[src/rtl/load_store_unit_if.sv]
// Bus bundle between the pipeline/memory environment and load_store_unit.
// The master modport is the environment side; slave is the LSU side.
interface load_store_unit_if #(
  parameter int unsigned ADDR_WIDTH = 32,
  parameter int unsigned DATA_WIDTH = 32
);
  logic                  iReqValid;
  logic                  oReqReady;
  logic                  iWrite;
  logic [2:0]            iFunct3;
  logic [ADDR_WIDTH-1:0] iAddr;
  logic [DATA_WIDTH-1:0] iWrData;
  logic                  oRespValid;
  logic                  iRespReady;
  logic [DATA_WIDTH-1:0] oRdData;
  logic                  oErr;
  logic [ADDR_WIDTH-1:0] oMemAddr;
  logic                  oMemWriteEn;
  logic [DATA_WIDTH-1:0] oMemWrData;
  logic [DATA_WIDTH-1:0] iMemRdData;

  modport master (
    output iReqValid, iWrite, iFunct3, iAddr, iWrData, iRespReady, iMemRdData,
    input  oReqReady, oRespValid, oRdData, oErr, oMemAddr, oMemWriteEn, oMemWrData
  );

  modport slave (
    input  iReqValid, iWrite, iFunct3, iAddr, iWrData, iRespReady, iMemRdData,
    output oReqReady, oRespValid, oRdData, oErr, oMemAddr, oMemWriteEn, oMemWrData
  );
endinterface

[src/rtl/load_store_unit.sv]
// Load/store unit: sub-word accesses over a word-wide memory using read-modify-write.
// Define MISALIGNED_EN to split word-crossing accesses into two memory words.
module load_store_unit #(
  parameter int unsigned ADDR_WIDTH = 32,
  parameter int unsigned DATA_WIDTH = 32
) (
  input logic              iClk,
  input logic              iRstN,
  load_store_unit_if.slave bus
);

`ifdef MISALIGNED_EN
  localparam int unsigned WinW = 2 * DATA_WIDTH;
  typedef enum logic [2:0] {
    StIdle, StRdA, StCapA, StRdB, StCapB, StWrA, StWrB, StResp
  } state_e;
`else
  localparam int unsigned WinW = DATA_WIDTH;
  typedef enum logic [2:0] {StIdle, StRdA, StCapA, StWrA, StResp} state_e;
`endif
  localparam int unsigned Lanes = WinW / 8;

  state_e                r_state;
  logic [ADDR_WIDTH-1:0] r_addr_a;
  logic [1:0]            r_offset;
  logic [2:0]            r_funct3;
  logic                  r_write;
  logic [DATA_WIDTH-1:0] r_wdata;
  logic [DATA_WIDTH-1:0] r_word_a;
  logic [DATA_WIDTH-1:0] r_rd_data;
  logic                  r_err;
`ifdef MISALIGNED_EN
  logic                  r_split;
  logic [DATA_WIDTH-1:0] r_word_b;
`endif

  logic [2:0] w_req_size;
  logic       w_req_split;
  logic       w_req_illegal;
  logic       w_req_err;
  logic       w_req_fast_sw;

  always_comb begin
    case (bus.iFunct3[1:0])
      2'd0:    w_req_size = 3'd1;
      2'd1:    w_req_size = 3'd2;
      default: w_req_size = 3'd4;
    endcase
    w_req_split = ({1'b0, bus.iAddr[1:0]} + w_req_size) > 3'd4;
    if (bus.iWrite) begin
      w_req_illegal = bus.iFunct3 > 3'd2;
    end else begin
      w_req_illegal = bus.iFunct3 inside {3'd3, 3'd6, 3'd7};
    end
`ifdef MISALIGNED_EN
    w_req_err = w_req_illegal;
`else
    w_req_err = w_req_illegal | w_req_split;
`endif
    // A full aligned word overwrites every lane, so there is nothing to read back.
    w_req_fast_sw = bus.iWrite && (bus.iFunct3 == 3'd2) && (bus.iAddr[1:0] == 2'b00);
  end

  logic [4:0]            w_shamt;
  logic [3:0]            w_size_lanes;
  logic [Lanes-1:0]      w_lane_mask;
  logic [WinW-1:0]       w_bit_mask;
  logic [WinW-1:0]       w_wr_shifted;
  logic [WinW-1:0]       w_rd_back;
  logic [WinW-1:0]       w_rd_window;
  logic [WinW-1:0]       w_merged;
  logic [DATA_WIDTH-1:0] w_rd_aligned;
  logic [DATA_WIDTH-1:0] w_load_result;

  always_comb begin
    w_shamt = {r_offset, 3'b000};
    case (r_funct3[1:0])
      2'd0:    w_size_lanes = 4'b0001;
      2'd1:    w_size_lanes = 4'b0011;
      default: w_size_lanes = 4'b1111;
    endcase
    w_lane_mask = Lanes'(w_size_lanes) << r_offset;
    w_bit_mask  = '0;
    for (int i = 0; i < Lanes; i++) begin
      w_bit_mask[8*i +: 8] = {8{w_lane_mask[i]}};
    end
    w_wr_shifted = WinW'(r_wdata) << w_shamt;
`ifdef MISALIGNED_EN
    w_rd_back   = {r_word_b, r_word_a};
    // In the capture states the freshly returned word is not yet registered.
    w_rd_window = {(r_state == StCapB) ? bus.iMemRdData : r_word_b,
                   (r_state == StCapA) ? bus.iMemRdData : r_word_a};
`else
    w_rd_back   = r_word_a;
    w_rd_window = (r_state == StCapA) ? bus.iMemRdData : r_word_a;
`endif
    w_merged     = (w_rd_back & ~w_bit_mask) | (w_wr_shifted & w_bit_mask);
    w_rd_aligned = DATA_WIDTH'(w_rd_window >> w_shamt);
    case (r_funct3)
      3'd0:    w_load_result = {{(DATA_WIDTH-8){w_rd_aligned[7]}}, w_rd_aligned[7:0]};
      3'd4:    w_load_result = {{(DATA_WIDTH-8){1'b0}}, w_rd_aligned[7:0]};
      3'd1:    w_load_result = {{(DATA_WIDTH-16){w_rd_aligned[15]}}, w_rd_aligned[15:0]};
      3'd5:    w_load_result = {{(DATA_WIDTH-16){1'b0}}, w_rd_aligned[15:0]};
      default: w_load_result = w_rd_aligned;
    endcase
  end

  // Memory-side outputs decode straight from state so a reset kills them at once.
  always_comb begin
    bus.oReqReady   = (r_state == StIdle);
    bus.oRespValid  = (r_state == StResp);
    bus.oErr        = r_err;
    bus.oRdData     = r_rd_data;
    bus.oMemAddr    = '0;
    bus.oMemWriteEn = 1'b0;
    bus.oMemWrData  = '0;
    case (r_state)
      StRdA: bus.oMemAddr = r_addr_a;
      StWrA: begin
        bus.oMemAddr    = r_addr_a;
        bus.oMemWriteEn = 1'b1;
        bus.oMemWrData  = w_merged[DATA_WIDTH-1:0];
      end
`ifdef MISALIGNED_EN
      StRdB: bus.oMemAddr = r_addr_a + ADDR_WIDTH'(4);
      StWrB: begin
        bus.oMemAddr    = r_addr_a + ADDR_WIDTH'(4);
        bus.oMemWriteEn = 1'b1;
        bus.oMemWrData  = w_merged[WinW-1:DATA_WIDTH];
      end
`endif
      default: ;
    endcase
  end

  always_ff @(posedge iClk or negedge iRstN) begin
    if (!iRstN) begin
      r_state   <= StIdle;
      r_addr_a  <= '0;
      r_offset  <= '0;
      r_funct3  <= '0;
      r_write   <= 1'b0;
      r_wdata   <= '0;
      r_word_a  <= '0;
      r_rd_data <= '0;
      r_err     <= 1'b0;
`ifdef MISALIGNED_EN
      r_split   <= 1'b0;
      r_word_b  <= '0;
`endif
    end else begin
      case (r_state)
        StIdle: begin
          if (bus.iReqValid) begin
            r_addr_a <= {bus.iAddr[ADDR_WIDTH-1:2], 2'b00};
            r_offset <= bus.iAddr[1:0];
            r_funct3 <= bus.iFunct3;
            r_write  <= bus.iWrite;
            r_wdata  <= bus.iWrData;
`ifdef MISALIGNED_EN
            r_split  <= w_req_split;
`endif
            if (w_req_err) begin
              r_err   <= 1'b1;
              r_state <= StResp;
            end else if (w_req_fast_sw) begin
              r_state <= StWrA;
            end else begin
              r_state <= StRdA;
            end
          end
        end
        StRdA: r_state <= StCapA;
        StCapA: begin
          r_word_a <= bus.iMemRdData;
`ifdef MISALIGNED_EN
          if (r_split) begin
            r_state <= StRdB;
          end else
`endif
          if (r_write) begin
            r_state <= StWrA;
          end else begin
            r_rd_data <= w_load_result;
            r_state   <= StResp;
          end
        end
`ifdef MISALIGNED_EN
        StRdB: r_state <= StCapB;
        StCapB: begin
          r_word_b <= bus.iMemRdData;
          if (r_write) begin
            r_state <= StWrA;
          end else begin
            r_rd_data <= w_load_result;
            r_state   <= StResp;
          end
        end
        StWrB: r_state <= StResp;
`endif
        StWrA: begin
          r_state <= StResp;
`ifdef MISALIGNED_EN
          if (r_split) r_state <= StWrB;
`endif
        end
        StResp: begin
          if (bus.iRespReady) begin
            r_state   <= StIdle;
            r_err     <= 1'b0;
            r_rd_data <= '0;
          end
        end
        default: r_state <= StIdle;
      endcase
    end
  end

endmodule

[src/flat_wrapper.sv]
// flat-port wrapper written by rule: the top's interface ports become plain ports
module load_store_unit_flat 
#(
  parameter int unsigned ADDR_WIDTH = 32,
  parameter int unsigned DATA_WIDTH = 32
)
  (iClk, iRstN, bus_iReqValid, bus_iWrite, bus_iFunct3, bus_iAddr, bus_iWrData, bus_iRespReady, bus_iMemRdData, bus_oReqReady, bus_oRespValid, bus_oRdData, bus_oErr, bus_oMemAddr, bus_oMemWriteEn, bus_oMemWrData);
  load_store_unit_if #(.ADDR_WIDTH(ADDR_WIDTH), .DATA_WIDTH(DATA_WIDTH)) bus_i ();
  input logic iClk;
  input logic iRstN;
  input wire logic [$bits(bus_i.iReqValid)-1:0] bus_iReqValid;
  input wire logic [$bits(bus_i.iWrite)-1:0] bus_iWrite;
  input wire logic [$bits(bus_i.iFunct3)-1:0] bus_iFunct3;
  input wire logic [$bits(bus_i.iAddr)-1:0] bus_iAddr;
  input wire logic [$bits(bus_i.iWrData)-1:0] bus_iWrData;
  input wire logic [$bits(bus_i.iRespReady)-1:0] bus_iRespReady;
  input wire logic [$bits(bus_i.iMemRdData)-1:0] bus_iMemRdData;
  output wire logic [$bits(bus_i.oReqReady)-1:0] bus_oReqReady;
  output wire logic [$bits(bus_i.oRespValid)-1:0] bus_oRespValid;
  output wire logic [$bits(bus_i.oRdData)-1:0] bus_oRdData;
  output wire logic [$bits(bus_i.oErr)-1:0] bus_oErr;
  output wire logic [$bits(bus_i.oMemAddr)-1:0] bus_oMemAddr;
  output wire logic [$bits(bus_i.oMemWriteEn)-1:0] bus_oMemWriteEn;
  output wire logic [$bits(bus_i.oMemWrData)-1:0] bus_oMemWrData;
  assign bus_i.iReqValid = bus_iReqValid;
  assign bus_i.iWrite = bus_iWrite;
  assign bus_i.iFunct3 = bus_iFunct3;
  assign bus_i.iAddr = bus_iAddr;
  assign bus_i.iWrData = bus_iWrData;
  assign bus_i.iRespReady = bus_iRespReady;
  assign bus_i.iMemRdData = bus_iMemRdData;
  assign bus_oReqReady = bus_i.oReqReady;
  assign bus_oRespValid = bus_i.oRespValid;
  assign bus_oRdData = bus_i.oRdData;
  assign bus_oErr = bus_i.oErr;
  assign bus_oMemAddr = bus_i.oMemAddr;
  assign bus_oMemWriteEn = bus_i.oMemWriteEn;
  assign bus_oMemWrData = bus_i.oMemWrData;
  load_store_unit #(.ADDR_WIDTH(ADDR_WIDTH), .DATA_WIDTH(DATA_WIDTH)) u_core (.iClk(iClk), .iRstN(iRstN), .bus(bus_i));
endmodule
[config.mk]
export PLATFORM = sky130hd
export DESIGN_NAME = load_store_unit_flat
export DESIGN_NICKNAME = d
export VERILOG_FILES = /design/src/rtl/load_store_unit_if.sv /design/src/rtl/load_store_unit.sv /design/src/flat_wrapper.sv
export SDC_FILE = /design/constraint.sdc
export NUM_CORES = 1
export LEC_CHECK = 0
export CAP_MARGIN = 10
export CELL_PAD_IN_SITES_DETAIL_PLACEMENT = 1
export CELL_PAD_IN_SITES_GLOBAL_PLACEMENT = 1
export CORE_UTILIZATION = 53
export DETAILED_ROUTE_END_ITERATION = 12
export DONT_BUFFER_PORTS = 1
export PLACE_DENSITY = 0.82
export SYNTH_ARGS = -nofsm -noshare
export SYNTH_HDL_FRONTEND = slang
export SYNTH_SLANG_ARGS = --single-unit
export TNS_END_PERCENT = 100
[constraint.sdc]
create_clock -name iClk -period 7.03 [get_ports iClk]
set_clock_uncertainty 0.2 [all_clocks]
set_input_delay 1.0545 -clock iClk [delete_from_list [all_inputs] [get_ports iClk]]
set_output_delay 1.0545 -clock iClk [all_outputs]
set_load 0.02 [all_outputs]
==> flow_metrics.tcl <==
set metrics [dict create \
    outcome "complete, no violations" \
    root_buffer "clkbuf_16" \
    synth_seq_cells 136 \
    crit_chain "buf_4, a211oi_1, a21oi_1, nor2_1, a211oi_1" \
    nets 704 \
    grt_usage_pct 30.7 \
    drive_gt1_share_pct 22.3 \
    cts_buffers 17 \
    synth_compound_area_share_pct 12.9 \
    worst-setup-path-type "reg -> out" \
    rows 41 \
    worstPathMaxFanout 36 \
    yosys.area.top_type_share_pct 49.6 \
    synth-adder-area-share_pct 0.474 \
    place.gp.congestion 0.836 \
    wl_met1_mm 7.62 \
    core_um2 12600 \
    syn_area_um2 6860 \
    drc_errors 0 \
    port_buffers 0 \
    setup_viol 0 \
    async_reset_ff_share_pct 100 \
    grt_pass1_wl_mm 30.0 \
    syn_area_per_cell_um2 11.1 \
    die_height_um 116 \
    end_kind "output pin" \
    postPlaceCellArea_um2 6900 \
    vdd_drop_max_mv 0.247 \
    rsz0062_at_grt "no" \
    cp_slowest_cell "a21oi_1" \
    start_kind "flip-flop" \
    cts_hold_buf 0 \
    synthTopCellsByCount "dfrtp_1 (136), mux2_2 (89), nand2_1 (44), nor2_1 (44), mux2i_1 (39)" \
    cts_resized 0 \
    synth-simple-area-share_pct 11.4 \
    slowest_delay_ns 0.91 \
    synth_top_family_by_area "multiplexers" \
    grt_max_degree 137 \
    chipWidth_um 116 \
    drv_cap 0 \
    cts_tree "yes" \
    dominantRegCellSynth "dfrtp_1" \
    synth.area.mux_share_pct 20.9 \
    cp_common_cell "a211oi_1" \
    fmax_mhz 202 \
    yosys.area.top_type "dfrtp_1" \
    cts_max_level 4 \
    dp_hpwl_mm 14.1 \
    cts_sinks 136 \
    grt_overflow 0 \
    clkTransAtPathRegs_ns 0.06 \
    top_layer_used "met5" \
    synth_most_common_cell "dfrtp_1" \
    yosysSeqAreaShare_pct 49.6 \
    power.density_nw_per_um2 546 \
    finalHoldViolations 0 \
    viasPerCell 6.21 \
    clk_latency_ns 0.42 \
    yosys-top-cells-area "dfrtp_1 (50%), mux2_2 (15%), mux2i_1 (5.7%), a211oi_1 (3.8%), and2_1 (3.0%)" \
    grt_pass1_vias 5199 \
    ys_types 45 \
    tightest_slew_ns 1.23 \
    hold_class "in -> async" \
    fin_crit_ns 4.96 \
    synthCells 619 \
    io_pins 204 \
    fin_area_um2 7520 \
    fin_crit_sh_pct 70.5 \
    p_leak_nw 3.35 \
    antenna_found_initial 4 \
    die-area_um2 13400 \
    final_max_slew_viol_count 0 \
    wl_met2_mm 9.82 \
    syn_to_final_growth_pct 9.59 \
    drt_first_pass_iters 5 \
    relSlewSlack_pct 17.3 \
    p_total_mw 4.11 \
    drt_iter0_drc 325 \
    fillerInstances 1341 \
    ant_nets 0 \
    synth_edf_count 0 \
    avgRoutedWirePerCell_um 25.4 \
    yosysWarnings 0 \
    finalSetupTns_ns 0 \
    cts_buffer_depth 2 \
    num_vias 4884 \
    post_cts_buffers 0 \
    cp.required_ns 5.78 \
    cp.arrival_ns 3.70 \
    drt-total-wl_mm 20.0 \
    start_util_pct 54.4 \
    wl_met3_mm 2.00 \
    synth_xor_area_share_pct 0 \
]
## cell families (layout without fill, tap and decap cells)
logic type                 after synthesis  in the layout
AOI/OAI and AO/OA                      121            121
other                                    1              5
and+or+nand+nor                        157            157
DFF                                    136            136
adders and majority gates                2              2
buffers and inverters                   71             62
muxes                                  131            131
## report_power, final
part / total [mW] / internal (mW) / leakage, nW / switching (mW)
Sequential: 1.66 / 1.16 / 1.66 / 0.504
Clock: 0.911 / 0.574 / 0.292 / 0.337
Combinational: 1.53 / 0.689 / 1.40 / 0.846
## per-layer routing
| layer | up-vias | GRT usage, % |
|---|---|---|
| met5 | - | 0 |
| met4 | 2 | 13.6 |
| met3 | 45 | 13.3 |
| met2 | 214 | 49.8 |
| met1 | 2453 | 35.3 |
| li1 | 2170 | - |
## worst paths after layout
kind                            cells after the start                            endpoint                            start  slack [ns]
min in group iClk                                   1     u_core.r_addr_a[16]$_DFFE_PN0P_  u_core.r_addr_a[16]$_DFFE_PN0P_        0.30
worst min register to register                      1     u_core.r_addr_a[16]$_DFFE_PN0P_  u_core.r_addr_a[16]$_DFFE_PN0P_        0.30
worst max register to register                      6  u_core.bus.oRdData[18]$_DFFE_PN0P_   u_core.r_offset[0]$_DFFE_PN0P_        3.63
worst max-delay path                                5                  bus_oMemWrData[23]   u_core.r_offset[0]$_DFFE_PN0P_        2.07
worst min-delay path                                0  u_core.bus.oRdData[31]$_DFFE_PN0P_                            iRstN        0.13
max in group asynchronous                           0      u_core.r_offset[1]$_DFFE_PN0P_                            iRstN        6.22
## critical path: cells and delay by family (launching register included)
kind,cells,cell delay [ns]
AOI/OAI and AO/OA,3,1.89
buffers and inverters,1,0.47
DFF,1,0.83
and+or+nand+nor,1,0.08
## final cells by class
type	count	area (µm²)	share of cell area [%]
diodes	3	7.51	0.0998
clock buffers	20	457	6.07
clock inverters	12	150	2.00
inverters	24	90.1	1.20
multi-input cells	413	3150	41.9
flip-flops and latches	136	3410	45.3
well taps	172	215	2.86
repair buffers	6	45.0	0.599
## state kept, by name, indices dropped and copies added, names as in the netlist
| name | flops |
|---|---|
| u_core.r_wdata | 32 |
| u_core.r_state | 3 |
| u_core.bus.oRdData | 32 |
| u_core.bus.oErr | 1 |
| u_core.r_funct3 | 3 |
| u_core.r_write | 1 |
| u_core.r_word_a | 32 |
| u_core.r_offset | 2 |
| u_core.r_addr_a | 30 |
## cell usage in the layout (no fill, tap or decap), drive strengths merged, types with 2 or more instances in the layout
| master | count |
|---|---|
| diode | 3 |
| nor4b | 2 |
| a221o | 16 |
| a21oi | 27 |
| mux2 | 92 |
| nand3b | 3 |
| nor2 | 44 |
| and2 | 33 |
| clkbuf | 20 |
| bufinv | 3 |
| nor3 | 4 |
| a211oi | 35 |
| dfrtp | 136 |
| o211ai | 8 |
| o21a | 2 |
| nand2 | 44 |
| o21ai | 10 |
| a21boi | 2 |
| mux2i | 39 |
| conb | 2 |
| nor2b | 15 |
| buf | 6 |
| clkinv | 6 |
| clkinvlp | 3 |
| a21o | 2 |
| a222oi | 6 |
| nand2b | 4 |
| o2111ai | 7 |
| inv | 24 |
| nand3 | 3 |
## per-stage QoR
stage               instances  hold WS (ns)  setup slack [ns]  util [%]
floorplan                 620         0.261              3.74         -
global placement          750         0.281              2.68      54.7
finish                    786         0.125              2.07      59.6
CTS                       782         0.116              2.10      59.5
global route              783         0.112              1.93      59.5
detailed placement        750         0.288              2.57      54.7
No activity file was read; power rests on OpenSTA's default activity.
